===== src/rtl/multicycle_control.sv =====
// rtl/multicycle_control.sv - multicycle MIPS main control FSM driving datapath enables, selects and ALUOp
module multicycle_control #(
    parameter int OP_W = 6,
    parameter int ST_W = 4
) (
    input  logic            clk,
    input  logic            reset,
    input  logic [OP_W-1:0] Opcode,
    input  logic [OP_W-1:0] Funct,
    input  logic            Zero,
    input  logic            MemReady,
    output logic            PCWrite,
    output logic            PCWriteCond,
    output logic            IorD,
    output logic            MemRead,
    output logic            MemWrite,
    output logic            IRWrite,
    output logic            MemtoReg,
    output logic            RegDst,
    output logic            RegWrite,
    output logic            ALUSrcA,
    output logic [1:0]      ALUSrcB,
    output logic            ZeroExt,
    output logic [1:0]      PCSource,
    output logic [3:0]      ALUOp,
    output logic            InstrDone,
    output logic            Error,
    output logic [ST_W-1:0] State
);

    typedef enum logic [ST_W-1:0] {
        S_FETCH   = ST_W'(0),
        S_DECODE  = ST_W'(1),
        S_MEMADDR = ST_W'(2),
        S_MEMRD   = ST_W'(3),
        S_MEMWB   = ST_W'(4),
        S_MEMWR   = ST_W'(5),
        S_REX     = ST_W'(6),
        S_RWB     = ST_W'(7),
        S_BEQ     = ST_W'(8),
        S_JMP     = ST_W'(9),
        S_IEX     = ST_W'(10),
        S_IWB     = ST_W'(11),
        S_JR      = ST_W'(12),
        S_ERR     = ST_W'(13)
    } state_t;

    localparam logic [OP_W-1:0] OP_RTYPE = OP_W'('h00);
    localparam logic [OP_W-1:0] OP_J     = OP_W'('h02);
    localparam logic [OP_W-1:0] OP_BEQ   = OP_W'('h04);
    localparam logic [OP_W-1:0] OP_ADDI  = OP_W'('h08);
    localparam logic [OP_W-1:0] OP_SLTI  = OP_W'('h0A);
    localparam logic [OP_W-1:0] OP_ANDI  = OP_W'('h0C);
    localparam logic [OP_W-1:0] OP_ORI   = OP_W'('h0D);
    localparam logic [OP_W-1:0] OP_LUI   = OP_W'('h0F);
    localparam logic [OP_W-1:0] OP_LW    = OP_W'('h23);
    localparam logic [OP_W-1:0] OP_SW    = OP_W'('h2B);
    localparam logic [OP_W-1:0] FN_JR    = OP_W'('h08);

    state_t state_q, state_d;

    // Branch condition is applied in the datapath, so Zero is not consumed here.
    logic unused_zero;
    assign unused_zero = Zero;

    function automatic logic [3:0] imm_aluop(input logic [OP_W-1:0] op);
        case (op)
            OP_ADDI: imm_aluop = 4'd3;
            OP_SLTI: imm_aluop = 4'd4;
            OP_ANDI: imm_aluop = 4'd5;
            OP_ORI:  imm_aluop = 4'd6;
            OP_LUI:  imm_aluop = 4'd7;
            default: imm_aluop = 4'd0;
        endcase
    endfunction

    always_ff @(posedge clk) begin
        if (reset) state_q <= S_FETCH;
        else       state_q <= state_d;
    end

    always_comb begin
        state_d = state_q;
        case (state_q)
            S_FETCH:   if (MemReady) state_d = S_DECODE;
            S_DECODE: begin
                case (Opcode)
                    OP_LW, OP_SW: state_d = S_MEMADDR;
                    OP_RTYPE:     state_d = (Funct == FN_JR) ? S_JR : S_REX;
                    OP_BEQ:       state_d = S_BEQ;
                    OP_J:         state_d = S_JMP;
                    OP_ADDI, OP_SLTI, OP_ANDI, OP_ORI, OP_LUI: state_d = S_IEX;
                    default:      state_d = S_ERR;
                endcase
            end
            S_MEMADDR: state_d = (Opcode == OP_LW) ? S_MEMRD : S_MEMWR;
            S_MEMRD:   if (MemReady) state_d = S_MEMWB;
            S_MEMWR:   if (MemReady) state_d = S_FETCH;
            S_REX:     state_d = S_RWB;
            S_IEX:     state_d = S_IWB;
            S_MEMWB, S_RWB, S_BEQ, S_JMP, S_JR, S_IWB: state_d = S_FETCH;
            S_ERR:     state_d = S_ERR;
            default:   state_d = S_ERR;
        endcase
    end

    always_comb begin
        PCWrite     = 1'b0;
        PCWriteCond = 1'b0;
        IorD        = 1'b0;
        MemRead     = 1'b0;
        MemWrite    = 1'b0;
        IRWrite     = 1'b0;
        MemtoReg    = 1'b0;
        RegDst      = 1'b0;
        RegWrite    = 1'b0;
        ALUSrcA     = 1'b0;
        ALUSrcB     = 2'b00;
        ZeroExt     = 1'b0;
        PCSource    = 2'b00;
        ALUOp       = 4'd0;
        InstrDone   = 1'b0;
        Error       = 1'b0;
        case (state_q)
            S_FETCH: begin
                MemRead = 1'b1;
                ALUSrcB = 2'b01;
                IRWrite = MemReady;
                PCWrite = MemReady;
            end
            S_DECODE:  ALUSrcB = 2'b11;
            S_MEMADDR: begin
                ALUSrcA = 1'b1;
                ALUSrcB = 2'b10;
            end
            S_MEMRD: begin
                MemRead = 1'b1;
                IorD    = 1'b1;
            end
            S_MEMWB: begin
                RegWrite  = 1'b1;
                MemtoReg  = 1'b1;
                InstrDone = 1'b1;
            end
            S_MEMWR: begin
                MemWrite  = 1'b1;
                IorD      = 1'b1;
                InstrDone = MemReady;
            end
            S_REX: begin
                ALUSrcA = 1'b1;
                ALUOp   = 4'd2;
            end
            S_RWB: begin
                RegWrite  = 1'b1;
                RegDst    = 1'b1;
                InstrDone = 1'b1;
            end
            S_BEQ: begin
                ALUSrcA     = 1'b1;
                ALUOp       = 4'd1;
                PCWriteCond = 1'b1;
                PCSource    = 2'b01;
                InstrDone   = 1'b1;
            end
            S_JMP: begin
                PCWrite   = 1'b1;
                PCSource  = 2'b10;
                InstrDone = 1'b1;
            end
            S_JR: begin
                PCWrite   = 1'b1;
                PCSource  = 2'b11;
                InstrDone = 1'b1;
            end
            S_IEX: begin
                ALUSrcA = 1'b1;
                ALUSrcB = 2'b10;
                ALUOp   = imm_aluop(Opcode);
                ZeroExt = (Opcode == OP_ANDI) || (Opcode == OP_ORI);
            end
            // IR is not rewritten until the next fetch, so Opcode still selects the op.
            S_IWB: begin
                RegWrite  = 1'b1;
                InstrDone = 1'b1;
                ALUOp     = imm_aluop(Opcode);
                ZeroExt   = (Opcode == OP_ANDI) || (Opcode == OP_ORI);
            end
            S_ERR:   Error = 1'b1;
            default: Error = 1'b1;
        endcase
        if (reset) begin
            PCWrite     = 1'b0;
            PCWriteCond = 1'b0;
            IorD        = 1'b0;
            MemRead     = 1'b0;
            MemWrite    = 1'b0;
            IRWrite     = 1'b0;
            MemtoReg    = 1'b0;
            RegDst      = 1'b0;
            RegWrite    = 1'b0;
            ALUSrcA     = 1'b0;
            ALUSrcB     = 2'b01;
            ZeroExt     = 1'b0;
            PCSource    = 2'b00;
            ALUOp       = 4'd0;
            InstrDone   = 1'b0;
            Error       = 1'b0;
        end
    end

    assign State = state_q;

endmodule


===== config.mk =====
export PLATFORM = sky130hd
export DESIGN_NAME = multicycle_control
export DESIGN_NICKNAME = d
export VERILOG_FILES = /design/src/rtl/multicycle_control.sv
export SDC_FILE = /design/constraint.sdc
export NUM_CORES = 1
export LEC_CHECK = 0
export ABC_AREA = 0
export CORE_MARGIN = 2
export CORE_UTILIZATION = 36
export CTS_BUF_LIST = sky130_fd_sc_hd__clkbuf_16
export CTS_CLUSTER_DIAMETER = 200
export DETAILED_ROUTE_END_ITERATION = 10
export PLACE_DENSITY = 0.76
export SLEW_MARGIN = 0
export SYNTH_ARGS = -nofsm -noshare
export SYNTH_HDL_FRONTEND = slang
export SYNTH_SLANG_ARGS = --single-unit

===== constraint.sdc =====
create_clock -name clk -period 1.6 [get_ports clk]
set_input_delay 0.4 -clock clk [delete_from_list [all_inputs] [get_ports clk]]
set_output_delay 0.4 -clock clk [all_outputs]
set_load 0.02 [all_outputs]

==> results summary, run 1 <==
The run stopped with a tool error. The last stage reached is global routing (5_1_grt). The first error in the log reads "[ERROR GRT-0232] Routing congestion too high. Check the congestion heatmap in the GUI". The post-synthesis average cell area came out at between 6 and 7 µm². The synthesized netlist cell count came out at 130. The number of synthesized flops with an enable pin came out at 0.

The vertical die dimension is 51.31 µm. After global-route timing repair, the worst endpoint was PCWrite. In this run the clock root is driven by a sky130_fd_sc_hd__clkbuf_16. The cell area after synthesis is 805.8 µm².

The hold-fix buffer count after cts is 0. Of the synthesized area, sequential elements account for 0.09938. The maximum number of pins on one net before global-route repair came out at 13. Buffers inserted during clock tree synthesis total 3. The total placed instance area came out at 0.001548 mm². The weighted congestion at the end of routability-driven global placement came out at 0.8041. The placed wire-length estimate after detailed placement came out at 2.347 mm. Summed over all layers, the global routing overflow is 49. The placed cell count came out at 225. The level count of the clock H-tree came out at 1. The number of synthesized register bits is 4.

The pin category terminating the worst setup path after the last repair is a primary output. The warning count from the yosys run is 0. The effective utilization at floorplan is 0.3714. The number of clock sinks seen by CTS came out at 4. The synthesized netlist net count is 146. The count of input and output buffers came out at 38. For this run, the leading register cell type out of synthesis is sky130_fd_sc_hd__dfxtp_1. The number of different library cells used by synthesis comes to 38. The row count is 17. From left edge to right edge, the die measures 51.31 µm. The aggregate global-route resource usage came out at 0.6534. The number of buffers between clock root and the deepest sink came out at 2. The count of pins on the block boundary is 41. The async set or reset register ratio after synthesis came out at 0.
==> synth_stat cells (2+ instances only) <==
cell / number / share of area
sky130_fd_sc_hd__nor2_1: 24 / 0.11
sky130_fd_sc_hd__nor3_1: 11 / 0.068
sky130_fd_sc_hd__nand2_1: 10 / 0.047
sky130_fd_sc_hd__nand2b_1: 8 / 0.062
sky130_fd_sc_hd__nand3_1: 7 / 0.043
sky130_fd_sc_hd__o21ai_0: 7 / 0.043
sky130_fd_sc_hd__a21oi_1: 6 / 0.037
sky130_fd_sc_hd__buf_2: 6 / 0.037
sky130_fd_sc_hd__dfxtp_1: 4 / 0.099
sky130_fd_sc_hd__or2_2: 4 / 0.031
sky130_fd_sc_hd__xnor2_1: 4 / 0.043
sky130_fd_sc_hd__a211oi_1: 3 / 0.028
sky130_fd_sc_hd__a31oi_1: 3 / 0.023
sky130_fd_sc_hd__clkbuf_8: 2 / 0.034
sky130_fd_sc_hd__inv_1: 2 / 0.0093
sky130_fd_sc_hd__nor3b_1: 2 / 0.019
sky130_fd_sc_hd__nor4_1: 2 / 0.016
sky130_fd_sc_hd__o21a_1: 2 / 0.019
sky130_fd_sc_hd__o22ai_1: 2 / 0.016
sky130_fd_sc_hd__o311ai_1: 2 / 0.022
sky130_fd_sc_hd__or3_1: 2 / 0.016
==> per-stage QoR <==
stage	hold WS (ps)	setup slack [ps]
floorplan	468.5	-164.2
global placement	639.0	-978.3
detailed placement	647.7	-1018
CTS	535.7	-194.5
==> logic make-up after synthesis <==
group | after synthesis | synth area share
AO/OA/AOI/OAI | 31 | 0.2593
flip-flops | 4 | 0.09938
other | 1 | 0.004654
XOR/XNOR | 5 | 0.05435
buffers and inverters | 14 | 0.1134
AND/OR/NAND/NOR | 75 | 0.4689
==> layer usage <==
metal | overflow | GRT usage
met4 | 18 | 0.7368
met3 | 0 | 0.3830
met2 | 31 | 0.9459
met5 | 0 | 0.07143
met1 | 0 | 0.5876
==> what timing repair did <==
action | in CTS
pin swaps | 20
resized for setup | 192
buffers inserted | 10
endpoints found under the setup margin | 28
==> run 2: changes to the inputs <==
Settings changed: CORE_AREA set to 2 2 63 65, CORE_MARGIN 2 to not set, CORE_UTILIZATION 36 to not set, CTS_BUF_LIST sky130_fd_sc_hd__clkbuf_16 to not set, CTS_CLUSTER_DIAMETER 200 to not set, DIE_AREA set to 0 0 65 67, PLACE_DENSITY 0.76 to not set, PLACE_DENSITY_LB_ADDON set to 0.15.
Clock period 1.6 ns to 2.1 ns, I/O delays scaled along.
==> run 2 against run 1 <==
The run now ends clean. Area after synthesis did not move. Synthesized cell count did not move.
==> results summary, run 2 <==
The slowest stage of the critical path belongs to the cell sky130_fd_sc_hd__dlygate4sd2_1. The global-route track usage on met1 is 0.1658. The number of nets in the final layout came out at about 220.

sky130_fd_sc_hd__nor2_1 takes more of the synthesized area than any other cell. The die covers 0.004355 mm². The post-route cell area came out at 0.001518 mm². The initial utilization of the core area, before any placement, comes to 0.2235. The number of search-and-repair iterations in the first detailed-routing pass is 4. The met3 routing resource usage after global routing is 0.008446.

The flip-flop count of the largest register after layout is 4. The number of max-slew violations in the final report was 0. The worst setup path is launched from an input port.

The power per standard cell area came out at 633.4 mW/mm². The minimum setup slack in the final design is 42.32 ps. Setup repair after global routing left no endpoint under its margin. Max-cap violations in this run came to 0. The total DRC errors in the routed layout came out at 0. The average wire per standard cell is 11.51 µm. The warning count from the yosys run came out at 0. The number of global-route vias before repair came out at 1039. In this design, the stage delay of the slowest critical-path cell is 320 ps.

Synthesis inferred 4 register bits. In the layout the commonest cells are 38 x sky130_fd_sc_hd__buf_4, 23 x sky130_fd_sc_hd__nor2_1, 11 x sky130_fd_sc_hd__dlygate4sd2_1. The number of antenna diodes in the final layout is 0.

The total placed instance area came out at 0.001468 mm². The fraction of final layout cells sized beyond drive strength 1 came out at 0.3939. The vertical die dimension came out at 67 µm. The data arrival time of the critical path came out at roughly 1500 ps. The placed wire-length estimate after detailed placement came out at about 2.3 mm. The CTS tree is yes. The buffers inserted during post-CTS setup optimization is 0. The count of input and output buffers is 38. The met2 demand-to-capacity share in global routing came out at 0.2448. The sequential fraction of the synthesis area came out at 0.09938. The worst-case IR drop observed on VDD is 0.0001726 V.

By count the netlist is led by 24 x sky130_fd_sc_hd__nor2_1, 11 x sky130_fd_sc_hd__nor3_1, 10 x sky130_fd_sc_hd__nand2_1. The first-pass GRT wire length came out at 4.692 mm. Before CTS, the worst setup slack after placement is -674.3 ps. The number of hold violations in the final report is 0.

STA classifies the critical path endpoint as an output pin. The critical path goes through clkdlybuf4s15_2, buf_4, or2_2, dlygate4sd2_1. The required time of the worst setup path is roughly 1600 ps. The floorplan has 22 rows. The initial detailed-routing violation count is 46. The clock latency on the worst-skew pair is 220 ps. In this run the cell area of the synthesized design comes to 805.8 µm².

The area of the core came out at approximately 0.0036 mm². Clock tree synthesis selected as its root buffer the cell sky130_fd_sc_hd__clkbuf_8. The library cell used most frequently in the layout, excluding fill and tap cells, is sky130_fd_sc_hd__buf_4. The tightest min-delay check is of the register to register type.

The count of antenna-violating nets left after detailed routing is 0. Dividing the synthesized area by the synthesized cell count gives between 6 and 7 µm². The weighted congestion at the end of routability-driven global placement is 0.8532. The layer flagged by global routing as most heavily used is met2. Across every metal layer, demand over resource in global routing totals 0.1355.

sky130_fd_sc_hd__nor2_1 is the most common cell in the netlist. The worst-case clock skew came out at roughly 4.2 ps. The top achievable clock speed is 0.4860 GHz.

The static power due to leakage is 0.0006729 µW. The number of buffers inserted during clock tree synthesis came out at 3. The share of synthesized area in the top cell type comes to 0.1118. The count of pins on the block boundary is 41.

Setup violations remaining at the end of the flow were counted as 0. The via count came out at 1142. The area added between synthesis and finish is 88.35%. Yosys attributes the largest share of cell area to sky130_fd_sc_hd__nor2_1 11%, sky130_fd_sc_hd__dfxtp_1 9.9%, sky130_fd_sc_hd__nor3_1 6.8%. The async set or reset register ratio after synthesis is 0.

The synthesized netlist net count came out at 146. For this run the aggregate overflow at the end of global routing stands at 0. Clock-pin slew was measured on the worst setup and hold paths at 30 ps.

The number of distinct library cells after synthesis is 38. Entering global routing, the biggest net connects 13 pins. The total wirelength of the detailed-routed design is ~2.8 mm. Of all nets on the critical path, the largest fanout is 7. The initial antenna violation count came out at 0. By startpoint and endpoint, the worst setup path is classified as input port to output pin.

The number of buffers between clock root and the deepest sink is 2. The number of clock sinks seen by CTS came out at 4. CTS built an H-tree with a depth of 1.

The number of vias per cell after detailed routing came out at 4.642. The minimum clock period after layout is 2058 ps. Dividing the final minimum period by the clock period gives 0.9798. The main flop type after synthesis is sky130_fd_sc_hd__dfxtp_1. The flow ran to the end, and the final reports show no timing, DRC or antenna violations.

The synthesized netlist cell count came out at 130. The number of synthesized flops with an enable pin came out at 0. The die boundary width came out at 65 µm.
==> run 2: cell counts after synthesis <==
No cell type changed its count.
==> run 2: final cells by class <==
| cell class | count | area [µm²] |
|---|---|---|
| clock buffer | 3 | 41.29 |
| sequential | 4 | 81.33 |
| tap | 48 | 60.06 |
| timing repair buffer | 76 | 614.3 |
| multi-input combinational | 112 | 709.4 |
| inverter | 3 | 11.26 |
| fill | 390 | 2088 |
==> run 2: path summary, 6_finish.rpt <==
check	startpoint	endpoint	slack, ps	cells after the start
worst min-delay path	State[1]	State[2]	680	2
worst min register to register	State[1]	State[2]	680	2
worst max-delay path	reset	ALUSrcB[0]	40	4
worst max register to register	State[0]	State[2]	430	7
==> run 2: logic make-up after synthesis <==
logic type,Yosys count,synth area share
xor+xnor,5,0.05435
buf+inv,14,0.1134
other cells,1,0.004654
flops,4,0.09938
simple gates,75,0.4689
compound gates,31,0.2593
==> run 2: power breakdown <==
part           switching, µW  internal [µW]  total [µW]
Sequential              20.6           91.8         112
Combinational            342            342         684
Clock                   42.4            122         165
==> run 2: per-layer routing <==
layer / wire, µm / up-vias / part of all wire
li1: - / 601 / -
met1: 1269 / 503 / 0.45
met2: 1398 / 34 / 0.49
met3: 132 / 4 / 0.047
met4: 31 / 0 / 0.011
met5: 0 / - / 0
==> run 2: worst max-delay path: cells and delay by family <==
kind	cells	cell delay, ps
buffers and inverters	3	720
and+or+nand+nor	1	290
==> run 2: repair_timing <==
action                                  4_1_cts  5_1_grt
cloned                                        0        0
pin swaps                                     3        4
hold buffers                                  0        0
endpoints found under the setup margin       20       12
resized for setup                            85       18
==> run 2: metrics by stage <==
step / instances / total power [µW] / TNS [ps] / hold slack, ps / utilization
2_1_floorplan: 130 / 484.1 / 0 / 601.0 / -
3_3_place_gp: 243 / 797.7 / -10050 / 666.6 / 0.4070
3_5_place_dp: 243 / 798.9 / -10580 / 673.2 / 0.4070
4_1_cts: 246 / 968.8 / 0 / 678.2 / 0.4216
5_1_grt: 246 / 1034 / 0 / 731.5 / 0.4209
6_report: 246 / 961.4 / 0 / 684.9 / 0.4209
(Power assumes the default switching activity.)
==> run 3: changes to the inputs <==
Settings changed: GPL_ROUTABILITY_DRIVEN set to 0, SKIP_LAST_GASP set to 1.
==> results of run 3 <==
Same layout as run 2: the final DEF is identical, and so are final timing and power.
Among the figures that moved: number of gates resized after CTS 85 -> 84
==> run 4: changes to the inputs <==
Settings changed: MAX_ROUTING_LAYER set to met4.
==> run 4 against run 3 <==
Die area unchanged. Worst setup slack unchanged. Fmax unchanged. Register-to-register slack about the same. Clock skew unchanged. Design area unchanged. Via count unchanged. Sequential share of layout area unchanged. Non-clock buffer count unchanged. Routed wire length unchanged. Count of clock-buffer cells in the layout unchanged.
==> results summary, run 4 (same netlist as run 2, synthesis figures left out) <==
In this run the number of H-tree levels came out at 1. The required time of the worst setup path is 1570 ps. The total wirelength of the detailed-routed design is 2.831 mm. The total die area came out at about 0.0044 mm².

The clock latency on the worst-skew pair is ~220 ps. Once placement completed, the tool counted placed cells totaling roughly 240. The register-to-register setup slack is approximately 430 ps.

Traced cell by cell, the critical path runs through clkdlybuf4s15_2, buf_4, or2_2, dlygate4sd2_1. The top cell types in the final layout, fill and taps aside, are 38 x sky130_fd_sc_hd__buf_4, 23 x sky130_fd_sc_hd__nor2_1, 11 x sky130_fd_sc_hd__dlygate4sd2_1. The global-route congestion overflow total came out at 0. The end point of the critical path is ALUSrcB[0]. The number of filler cells placed in the layout came out at 390.

The total DRC errors in the routed layout is 0. The number of max-slew violations in the final report is 0. Of the cells placed in the final design, the portion with a size suffix greater than 1 is 0.3939.

Along the worst path, the maximum fanout reaches 7. Once detailed placement completed, the half-perimeter wirelength came to 2.318 mm. The average wire per standard cell is between 10 and 15 µm. The number of buffers between clock root and the deepest sink is 2. The number of buffers inserted during clock tree synthesis came out at 3. In the final layout, the multi-input gates occupy 709.4 µm². The initial detailed-routing violation count is 48.

IR analysis of the VDD net gives a maximum drop of 0.0001726 V. The number of vias per cell after detailed routing is 4.642. The biggest cell delay along the critical path came out at approximately 320 ps. The worst setup path is of the input port to output pin kind. The register area came out at between 80 and 90 µm².

Setup repair after global routing left no endpoint under its margin. The number of antenna diodes is 0. The data arrival time of the critical path is roughly 1500 ps.

The power per standard cell area is about 630 mW/mm². Across the run, the number of max-cap violations was 0. The clock-pin transition on the worst setup and hold timing paths is 30 ps.

The row count is 22. The number of nets in the final layout came out at 216. The buffers inserted during post-CTS setup optimization is 0. In this run the clock root is driven by a sky130_fd_sc_hd__clkbuf_8. The minimum clock period after layout came out at 2058 ps.

The worst setup path is launched from an input port. Among all stages on the critical path, the largest delay is contributed by sky130_fd_sc_hd__dlygate4sd2_1. The critical path starts at reset. The floorplan step defined a core boundary enclosing 0.003606 mm². TritonCTS built the clock tree.

The portion of the clock cycle consumed by the worst path in the final layout came out at 0.9798. In this run the worst hold path is classified as register to register. The library cell used most frequently in the layout, excluding fill and tap cells, is sky130_fd_sc_hd__buf_4. The setup slack after placement came out at -674.3 ps. Counting every sink on the clock net gives 4. Measured on the finished design, the core utilization comes to 0.4209. The number of hold violations in the final report is 0.

The effective utilization at floorplan came out at 0.2235. The hold-fix buffer count after cts is 0. The finished layout holds ~250 standard cells, fillers aside.

The count of cells along the worst register-to-register path came out at 7. The number of global-route vias before repair is about 1000. The initial antenna violation count came out at 0. The flip-flop count of the largest register after layout came out at 4. The total of endpoints with negative setup slack in the final report came out at 0. In this run the horizontal extent of the chip is ~65 µm. The number of search-and-repair iterations in the first detailed-routing pass is 4. The worst-case clock skew is around 4.2 ps. The count of antenna-violating nets left after detailed routing is 0. The top achievable clock speed is around 0.49 GHz. The area added between synthesis and finish came out at 88.35%. The tightest hold margin came out at 684.9 ps. The first-pass GRT wire length came out at 4.692 mm. The worst setup path is captured at an output pin. The minimum setup slack in the final design came out at 42.32 ps. The aggregate global-route resource usage came out at 0.1391. The count of input and output buffers is 38. The count of pins on the block boundary came out at 41. The via count came out at about 1100. The endpoint of the worst-slack reg-to-reg timing path is State[2].

Entering global routing, the biggest net connects 13 pins. The startpoint identified for the worst register-to-register timing path is State[0]. The run finished with clean final reports. The vertical die dimension is roughly 67 µm. The static power due to leakage came out at around 0.00067 µW. The sum of negative setup slack is 0 ps.
[run 4: report_power, final]
part           total [µW]  leakage (µW)  internal (µW)  switching (µW)
registers             112     0.0000333           91.8            20.6
clock network         165     0.0000216            122            42.4
logic                 684      0.000618            342             342
total                 961      0.000673            557             405
[run 4: layer usage]
layer	GRT usage	part of all wire
met1	0.1658	0.45
met2	0.2448	0.49
met3	0.008446	0.047
met4	0.05585	0.011
met5	-	0
[run 4: worst max-delay path, delay by kind of cell]
kind | cells | cell delay, ps
and+or+nand+nor | 1 | 290
buffers and inverters | 3 | 720
[run 4: area by class of cell]
| class | instances | share of cell area |
|---|---|---|
| Inverter | 3 | 0.007420 |
| Multi-Input combinational cell | 112 | 0.4674 |
| Clock buffer | 3 | 0.02721 |
| Sequential cell | 4 | 0.05359 |
| Tap cell | 48 | 0.03957 |
| Timing Repair Buffer | 76 | 0.4048 |
[run 4: how the worst min path moves through the flow]
stage | startpoint | endpoint | slack [ps] | cells past startpoint
2_1_floorplan | reset | State[2] | 600 | 1
3_3_place_gp | State[1] | State[2] | 670 | 2
3_5_place_dp | State[1] | State[2] | 670 | 2
4_1_cts | State[1] | State[2] | 680 | 2
5_1_grt | State[1] | State[2] | 730 | 2
6_report | State[1] | State[2] | 680 | 2
[run 4: per-stage QoR]
step | power, µW | area [µm²]
floorplan | 484.1 | 822.0
global placement | 797.7 | 1468
detailed placement | 798.9 | 1468
CTS | 966.7 | 1518
global route | 1034 | 1518
finish | 961.4 | 1518
[run 4: repair_timing]
action	in CTS	in global routing
cloned	0	0
pin swaps	3	4
endpoints found under the setup margin	20	12
resized for setup	84	19
